**config.mk**
```make
export PLATFORM = sky130hd
export DESIGN_NAME = noc_apb_ni
export DESIGN_NICKNAME = d
export VERILOG_FILES = /design/src/rtl/pa_noc.sv /design/src/rtl/noc_apb_ni.sv
export SDC_FILE = /design/constraint.sdc
export NUM_CORES = 1
export LEC_CHECK = 0
export BUFFER_PORTS_ARGS = -buffer_cell sky130_fd_sc_hd__buf_4
export CAP_MARGIN = 30
export CORE_MARGIN = 4
export CORE_UTILIZATION = 45
export DETAILED_ROUTE_END_ITERATION = 7
export PLACE_DENSITY = 0.91
export SETUP_SLACK_MARGIN = 0.5
export SYNTH_ARGS = -nofsm -noshare
export SYNTH_HDL_FRONTEND = slang
export SYNTH_SLANG_ARGS = --single-unit
```
**constraint.sdc**
```tcl
create_clock -name i_clk -period 3.4 [get_ports i_clk]
set_clock_uncertainty 0.15 [all_clocks]
set_input_delay 0.34 -clock i_clk [delete_from_list [all_inputs] [get_ports i_clk]]
set_output_delay 0.34 -clock i_clk [all_outputs]
set_load 0.02 [all_outputs]
```
**src/rtl/pa_noc.sv**
```systemverilog
// Shared packet layout, FSM state encoding and packet helpers for the NoC APB NI.
package pa_noc;

   localparam int unsigned COORD_W      = 2;
   localparam int unsigned ADDR_W       = 16;
   localparam int unsigned DATA_W       = 32;
   localparam int unsigned PACKET_WIDTH = 58;

   localparam int unsigned OFF_DST_COL  = 0;
   localparam int unsigned OFF_DST_ROW  = 2;
   localparam int unsigned OFF_SRC_COL  = 4;
   localparam int unsigned OFF_SRC_ROW  = 6;
   localparam int unsigned OFF_IS_WRITE = 8;
   localparam int unsigned OFF_IS_RESP  = 9;
   localparam int unsigned OFF_ADDR     = 10;
   localparam int unsigned OFF_DATA     = 26;

   typedef struct packed {
      logic [DATA_W-1:0]  data;
      logic [ADDR_W-1:0]  addr;
      logic               isResponse;
      logic               isWrite;
      logic [COORD_W-1:0] srcRow;
      logic [COORD_W-1:0] srcCol;
      logic [COORD_W-1:0] dstRow;
      logic [COORD_W-1:0] dstCol;
   } noc_pkt_t;

   typedef enum logic [1:0] {
      IDLE,
      SEND,
      WAIT_RESP,
      DONE
   } ni_state_e;

   function automatic logic [PACKET_WIDTH-1:0] build_req(
      input logic [COORD_W-1:0] dst_row,
      input logic [COORD_W-1:0] dst_col,
      input logic [COORD_W-1:0] src_row,
      input logic [COORD_W-1:0] src_col,
      input logic               is_write,
      input logic [ADDR_W-1:0]  addr,
      input logic [DATA_W-1:0]  data
   );
      logic [PACKET_WIDTH-1:0] v;
      v                              = '0;
      v[OFF_DST_COL +: COORD_W]      = dst_col;
      v[OFF_DST_ROW +: COORD_W]      = dst_row;
      v[OFF_SRC_COL +: COORD_W]      = src_col;
      v[OFF_SRC_ROW +: COORD_W]      = src_row;
      v[OFF_IS_WRITE]                = is_write;
      v[OFF_IS_RESP]                 = 1'b0;
      v[OFF_ADDR +: ADDR_W]          = addr;
      v[OFF_DATA +: DATA_W]          = is_write ? data : '0;
      return v;
   endfunction

   function automatic noc_pkt_t parse_pkt(input logic [PACKET_WIDTH-1:0] v);
      return noc_pkt_t'(v);
   endfunction

endpackage

```
**src/rtl/noc_apb_ni.sv**
```systemverilog
// APB-slave to NoC network interface: one outstanding request, read responses matched by source.
// Optional read-response timeout compiled in with `define NOC_NI_TIMEOUT_EN.
module noc_apb_ni
   import pa_noc::*;
#(
   parameter int GRID_WIDTH     = 4,
   parameter int ROUTER_ROW     = 0,
   parameter int ROUTER_COL     = 0,
   parameter int TIMEOUT_CYCLES = 256
)(
   input  logic                    i_clk,
   input  logic                    i_arst_n,
   input  logic                    i_psel,
   input  logic                    i_penable,
   input  logic                    i_pwrite,
   input  logic [19:0]             i_paddr,
   input  logic [31:0]             i_pwdata,
   output logic                    o_pready,
   output logic [31:0]             o_prdata,
   output logic                    o_pslverr,
   output logic [PACKET_WIDTH-1:0] o_pkt,
   output logic                    o_pktValid,
   input  logic                    i_pktReady,
   input  logic [PACKET_WIDTH-1:0] i_pkt,
   input  logic                    i_pktValid,
   output logic                    o_pktReady,
   output logic                    o_dropped
);

   localparam logic [COORD_W-1:0] LP_ROW = 2'(ROUTER_ROW % GRID_WIDTH);
   localparam logic [COORD_W-1:0] LP_COL = 2'(ROUTER_COL % GRID_WIDTH);

   ni_state_e               r_state;
   logic [PACKET_WIDTH-1:0] r_pkt;
   logic                    r_pktValid;
   logic                    r_pready;
   logic                    r_pslverr;
   logic                    r_dropped;
   logic [31:0]             r_prdata;
`ifdef NOC_NI_TIMEOUT_EN
   logic [31:0]             r_tmoCnt;
`endif

   noc_pkt_t         w_in;
   logic             w_access;
   logic             w_local;
   logic             w_match;
   logic [COORD_W-1:0] w_dstRow;
   logic [COORD_W-1:0] w_dstCol;
   logic             w_unused;

   assign w_in     = parse_pkt(i_pkt);
   assign w_access = i_psel & i_penable;
   assign w_local  = (i_paddr[19:18] == LP_ROW) && (i_paddr[17:16] == LP_COL);
   assign w_dstRow = r_pkt[OFF_DST_ROW +: COORD_W];
   assign w_dstCol = r_pkt[OFF_DST_COL +: COORD_W];
   assign w_match  = i_pktValid && w_in.isResponse &&
                     (w_in.srcRow == w_dstRow) && (w_in.srcCol == w_dstCol);
   assign w_unused = ^{w_in.dstRow, w_in.dstCol, w_in.isWrite, w_in.addr};

   // Always ready outside reset; anything not consumed as our response is flagged as dropped.
   assign o_pktReady = i_arst_n;
   assign o_pkt      = r_pkt;
   assign o_pktValid = r_pktValid;
   assign o_pready   = r_pready;
   assign o_pslverr  = r_pslverr;
   assign o_prdata   = r_prdata;
   assign o_dropped  = r_dropped;

   always_ff @(posedge i_clk or negedge i_arst_n) begin
      if (!i_arst_n) begin
         r_state    <= IDLE;
         r_pkt      <= '0;
         r_pktValid <= 1'b0;
         r_pready   <= 1'b0;
         r_pslverr  <= 1'b0;
         r_dropped  <= 1'b0;
         r_prdata   <= '0;
`ifdef NOC_NI_TIMEOUT_EN
         r_tmoCnt   <= '0;
`endif
      end else begin
         r_dropped <= i_pktValid && !((r_state == WAIT_RESP) && w_match);
         case (r_state)
            IDLE: begin
               if (w_access) begin
                  if (w_local) begin
                     r_pready  <= 1'b1;
                     r_pslverr <= 1'b1;
                     r_prdata  <= '0;
                     r_state   <= DONE;
                  end else begin
                     r_pkt      <= build_req(i_paddr[19:18], i_paddr[17:16], LP_ROW, LP_COL,
                                             i_pwrite, i_paddr[15:0], i_pwdata);
                     r_pktValid <= 1'b1;
                     r_state    <= SEND;
                  end
               end
            end
            SEND: begin
               if (i_pktReady) begin
                  r_pktValid <= 1'b0;
                  if (r_pkt[OFF_IS_WRITE]) begin
                     r_pready <= 1'b1;
                     r_state  <= DONE;
                  end else begin
`ifdef NOC_NI_TIMEOUT_EN
                     r_tmoCnt <= '0;
`endif
                     r_state  <= WAIT_RESP;
                  end
               end
            end
            WAIT_RESP: begin
               if (w_match) begin
                  r_prdata <= w_in.data;
                  r_pready <= 1'b1;
                  r_state  <= DONE;
               end
`ifdef NOC_NI_TIMEOUT_EN
               else if (r_tmoCnt == 32'(TIMEOUT_CYCLES - 1)) begin
                  r_prdata  <= '0;
                  r_pslverr <= 1'b1;
                  r_pready  <= 1'b1;
                  r_state   <= DONE;
               end else begin
                  r_tmoCnt <= r_tmoCnt + 32'd1;
               end
`endif
            end
            DONE: begin
               r_pready  <= 1'b0;
               r_pslverr <= 1'b0;
               r_state   <= IDLE;
            end
            default: r_state <= IDLE;
         endcase
      end
   end

endmodule

```
======== After elaboration in Yosys (flattened, before gate mapping) ========
Cells that the tools add are included.
storage, ports and cells
  register bits ........................... 91
  bits in latches ......................... 0
  bits of input ports ..................... 117
  bits in read-only memories .............. 0
  RAM bits ................................ 0
  logic and storage cells ................. 61
  memories kept ........................... 0
  output and inout bits ................... 95
operators by class
  add/subtract/negate cells ............... 0
  reductions and logical operators ........ 19
  mux-type cells .......................... 22
  bitwise gates (word level) .............. 2
  divide/modulo/power cells ............... 0
  $lt $le $gt $ge ......................... 0
  shifts and indexed selects .............. 0
  $mul .................................... 0
  equal/unequal tests ..................... 11
operators by type and width
  operator            count
  $mux 32             4
  $pmux 32 s2         1
  $ne 2x2->1 const B  6
  $mux 1              9
  $reduce_and 3->1    3
  $mux 2              4
  $pmux 2 s4          1
  $reduce_and 4->1    2
  $logic_and 1x1->1   6
  $logic_not 2->1     3
  $reduce_bool 2->1   3
  $reduce_and 5->1    1
  $eq 2x2->1          2
  $eq 2x2->1 const B  2
  $pmux 1 s2          2
  $pmux 1 s4          1
  $eq 2x1->1 const B  1
  $and 1x1->1         1
  $logic_not 1->1     1
  $not 1->1           1

======== Logic depth before layout (Yosys ltp) ========
  word-level depth ........................ 6
  mapped depth ............................ 8
  depth with buffers taken out ............ 6

======== Least setup slack after synthesis ========
Ideal clock, no wire load.
  kind .................................... input port to flip-flop
  start point ............................. in i_paddr[19]
  end point ............................... reg r_prdata[0], in the netlist o_prdata[0]
  buffers on the path ..................... 2
  data required time ...................... 3,119 ps
  arrival ................................. 1,771 ps
  stages on the path ...................... 6
  setup time .............................. 131 ps
  setup slack ............................. 1,348 ps
  cell sequence ........................... or4_4 or4b_1 buf_2 buf_6 nand2_1 mux2i_1
between the ends
  longest elaborated chain between the ends .. 4
RTL lines
  item                        line               source
  start: declaration          noc_apb_ni.sv:16   input logic [19:0] i_paddr,
  $logic_not 2->1             noc_apb_ni.sv:54   assign w_local = (i_paddr[19:18] == LP_ROW) && (i_paddr[17:16] == LP_COL);
  $logic_and 1x1->1           noc_apb_ni.sv:54
  $ne 2x2->1 (no line)        --
  $reduce_and 4->1 (no line)  --
  end signal: assignment      noc_apb_ni.sv:116  r_prdata <= w_in.data;
  end: declaration            noc_apb_ni.sv:39   logic [31:0] r_prdata;
Every way passes these cells.
A chain may end at the register's enable or synchronous reset.

======== Worst setup path after layout ========
  start point ............................. reg r_state[0]
  end point ............................... reg r_prdata[19], in the netlist o_prdata[19]
between the ends
  longest elaborated chain between the ends .. 3
  elaborated cells between the ends (all ways) .. 8
  those cells by class .................... eq/ne: 4; mux: 1; reduce/logical: 3
RTL lines
  item                                                              line              source
  start: declaration                                                noc_apb_ni.sv:33  ni_state_e r_state;
  start signal: assignment                                          noc_apb_ni.sv:72  r_state <= IDLE;
  start signal: assignment                                          noc_apb_ni.sv:91  r_state <= DONE;
  start signal: assignment                                          noc_apb_ni.sv:96  r_state <= SEND;
  $eq 2x2->1 / $logic_not 2->1 (equally long branches)              noc_apb_ni.sv:84  case (r_state)
  $ne 2x2->1 (no line) / $reduce_bool 2->1 (equally long branches)  --
  $reduce_and 4->1 (no line)                                        --
Parallel ways exist; a longest one is shown, timed or not.

==> flow_metrics.py <==
metrics = {
    "yosys": {
        "synth-seq-cells": 91,
        "syn_area_per_cell_um2": 10.5,
        "ys_seq_area_share_pct": 56.7,
        "yosys_warnings": 0,
        "synth_area_mm2": 0.00402,
        "syn_inst": 384,
        "synth_cell_types": 36,
    },
    "detailed_routing": {
        "dr.pass1.iters": 6,
        "wire_per_inst_um": 14.5,
        "wl_um": 9830,
        "drt_iter0_drc": 71,
        "drtAntennaViolNets": 0,
        "routed-via-count": 3254,
        "vias_per_cell": 4.81,
        "drcViolationCount": 0,
    },
    "critical_path": {
        "critPathArrivalTime_ns": 2.34,
        "cp-start-kind": "flip-flop",
        "cpPeakStageDelay_ns": 0.46,
        "cp_cell_sequence": "inv_1, ha_1, o21ai_1, nand4b_2, buf_4, mux2i_1",
        "crit_family": "buffers and inverters",
        "path_max_fanout": 32,
        "criticalPathCategory": "reg -> reg",
        "cp.required_ns": 3.51,
        "crit_buf_inv": 2,
        "crit_path_end_kind": "flip-flop",
        "slowest_stage": "buf_4",
    },
    "run": {
        "cap_violations": 0,
    },
    "finish": {
        "fillCellCount": 698,
        "diodes": 0,
        "final_cells": 677,
        "register_area_mm2": 0.00228,
        "final_cell_area_mm2": 0.00567,
        "fin_util_pct": 65.0,
        "area_delta_synth_final_pct": 41.3,
        "multi_input_area_mm2": 0.00147,
        "final_layout_size_suffix_gt1_share_pct": 40.8,
        "nets": 686,
    },
    "pwr": {
        "ir_drop_mv": 0.467,
        "p_leak_uw": 0.00322,
        "p_int_uw": 2770,
        "swShare_pct": 38.8,
        "net-switching-power_uw": 1750,
        "p_comb_share_pct": 45.1,
        "sequentialPowerShare_pct": 38.7,
        "powerDensity_mw_per_mm2": 797,
        "clockPowerShare_pct": 16.2,
    },
    "clock_tree": {
        "clockRootBuffer": "clkbuf_8",
        "cts_buffer_depth": 2,
        "insertion_delay_ns": 0.34,
        "cts.sink_count": 91,
        "cts.clk_slew.worst_paths_ns": 0.10,
        "numCtsBuffers": 9,
        "cts_tree": "done",
        "htreeDepth": 3,
    },
    "worst_hold_path": {
        "hold_class": "in -> reg",
    },
    "sta": {
        "finalMaxSlewViolations": 0,
        "worst_slew_pin_slew_ns": 0.627,
        "finalHoldViolCount": 0,
        "rsz0062_at_grt": "false",
        "period_share_pct": 65.7,
        "setup-violations-final": 0,
        "max_freq_mhz": 448,
        "hold_slack_ns": 0.0618,
        "layout_min_cycle_time_ns": 2.23,
        "relSlewSlack_pct": 58.2,
        "tns_ns": 0,
    },
    "global_route": {
        "grt_max_degree": 58,
        "antenna_found_initial": 0,
        "grt_first_pass_wirelength_um": 15400,
        "grt_overflow_total": 0,
        "grt_pass1_vias": 3345,
        "grt_usage_pct": 18.6,
    },
    "placement": {
        "io_buffer_count": 185,
        "dp_cells": 660,
        "gp_congestion": 0.763,
        "place_area_mm2": 0.00546,
        "hpwl_um": 7520,
    },
    "floorplanning": {
        "rows": 34,
        "io_pins": 212,
        "start_util_pct": 46.0,
        "die_w_um": 102,
        "dieArea_mm2": 0.0105,
        "die_y_um": 102,
        "core_area_mm2": 0.00872,
    },
    "run_status": {
        "status": "complete, no violations",
    },
}
[repair_timing]
item                                    CTS  global route
gates resized for setup                   0             0
endpoints found under the hold margin    41             0
buffers inserted                          0             0
hold buffers                              1             0
endpoints found under the setup margin    0             0
[cell type report]
| cell class | instances | area share, % |
|---|---|---|
| clock inverter | 7 | 1.32 |
| clock buffer | 9 | 2.18 |
| inverter | 35 | 2.32 |
| tap | 108 | 2.38 |
| multi-input combinational | 235 | 25.8 |
| timing repair buffer | 192 | 25.8 |
| sequential | 91 | 40.1 |
[layer usage]
layer / global-route usage, % / vias to the layer above / wire length [um]
met3: 7.37 / 4 / 940
met2: 32.3 / 124 / 5050
met1: 21.7 / 1532 / 3800
met5: 0 / - / 0
li1: - / 1594 / -
met4: 3.94 / 0 / 41
[cell families after synthesis]
kind of cell               count (synthesis)  synth area share, %
DFF                                       91                 56.7
and+or+nand+nor                          113                 11.5
other                                      1               0.0934
muxes                                     55                 14.4
buffers and inverters                     62                 7.17
xor gates and xnor gates                   4                0.872
adders and majority gates                  5                 1.56
AOI/OAI and AO/OA                         53                 7.70
[cells in the mapped netlist]
master	n	share of area, %
nand4_1	1	0.16
nor2_1	3	0.28
xor2_1	4	0.87
or4_4	1	0.28
clkbuf_1	7	0.65
a211oi_1	1	0.19
a21boi_0	1	0.19
buf_6	3	0.84
nor4_1	1	0.16
buf_2	8	1.0
o21a_1	1	0.19
a21bo_2	1	0.25
conb_1	1	0.093
buf_1	3	0.28
ha_1	5	1.6
mux2_2	21	5.9
or3_1	1	0.16
a31oi_1	2	0.31
a21oi_1	1	0.12
buf_4	6	1.1
o21ai_1	1	0.12
or4b_1	1	0.25
mux2i_1	34	8.5
nand4b_2	1	0.37
a22o_1	2	0.44
dfrtp_1	91	57
o31ai_1	4	0.75
nand3_1	1	0.12
o211ai_1	2	0.37
o21ai_0	35	4.4
or2_2	1	0.16
a21o_1	1	0.19
inv_1	35	3.3
a211o_1	1	0.22
nand2_1	101	9.4
nor2b_1	1	0.16
[sequential cells by signal, indices dropped and copies added, names as in the netlist]
name and flops:
o_pkt 53, o_prdata 32, r_state 2, o_dropped 1, o_pktValid 1, o_pready 1, o_pslverr 1
[path summary, 6_finish.rpt]
| check | start | endpoint | slack, ns | cells past startpoint |
|---|---|---|---|---|
| setup / recovery | r_state[0] | o_prdata[19] | 1.17 | 6 |
| hold / removal | i_paddr[1] | o_pkt[11] | 0.06 | 2 |
| setup reg to reg | r_state[0] | o_prdata[19] | 1.17 | 6 |
| hold reg to reg | o_pkt[37] | o_pkt[37] | 0.34 | 2 |
| max in group asynchronous | i_arst_n | o_pkt[47] | 1.67 | 3 |
| min in group asynchronous | i_arst_n | o_pkt[33] | 0.37 | 2 |
[through the flow]
stage               total power (uW)  setup slack [ns]
floorplan                       2870              1.35
global placement                3730             0.767
detailed placement              3840             0.997
CTS                             4580              1.14
global route                    4820              1.00
finish                          4520              1.17
[power groups by stage]
stage / combinational (uW) / sequential [uW] / clock [uW]
CTS: 2070 / 1750 / 753
finish: 2040 / 1750 / 731
detailed placement: 2070 / 1770 / 0
global placement: 1990 / 1740 / 0
global route: 2210 / 1810 / 808
floorplan: 630 / 2240 / 0
[layout by cell type, fill, tap and decap left out, drive strengths merged]
| master | synthesis | routed |
|---|---|---|
| a211oi | 1 | 1 |
| xor2 | 4 | 4 |
| a21boi | 1 | 1 |
| nand4b | 1 | 1 |
| dlygate4sd3 | 0 | 1 |
| a21oi | 1 | 1 |
| mux2 | 21 | 21 |
| o21ai | 36 | 36 |
| clkbuf | 7 | 9 |
| a22o | 2 | 2 |
| buf | 20 | 191 |
| nand2 | 101 | 101 |
| or4 | 1 | 1 |
| a31oi | 2 | 2 |
| nand4 | 1 | 1 |
| or4b | 1 | 1 |
| o211ai | 2 | 2 |
| ha | 5 | 5 |
| or3 | 1 | 1 |
| o31ai | 4 | 4 |
| conb | 1 | 5 |
| clkinvlp | 0 | 3 |
| a211o | 1 | 1 |
| inv | 35 | 37 |
| bufinv | 0 | 1 |
| a21bo | 1 | 1 |
| dfrtp | 91 | 91 |
| mux2i | 34 | 34 |
| or2 | 1 | 1 |
| clkinv | 0 | 1 |
| nor2 | 3 | 3 |
| a21o | 1 | 1 |
| nor2b | 1 | 1 |
| nor4 | 1 | 1 |
| o21a | 1 | 1 |
| nand3 | 1 | 1 |
(Power assumes the default switching activity.)
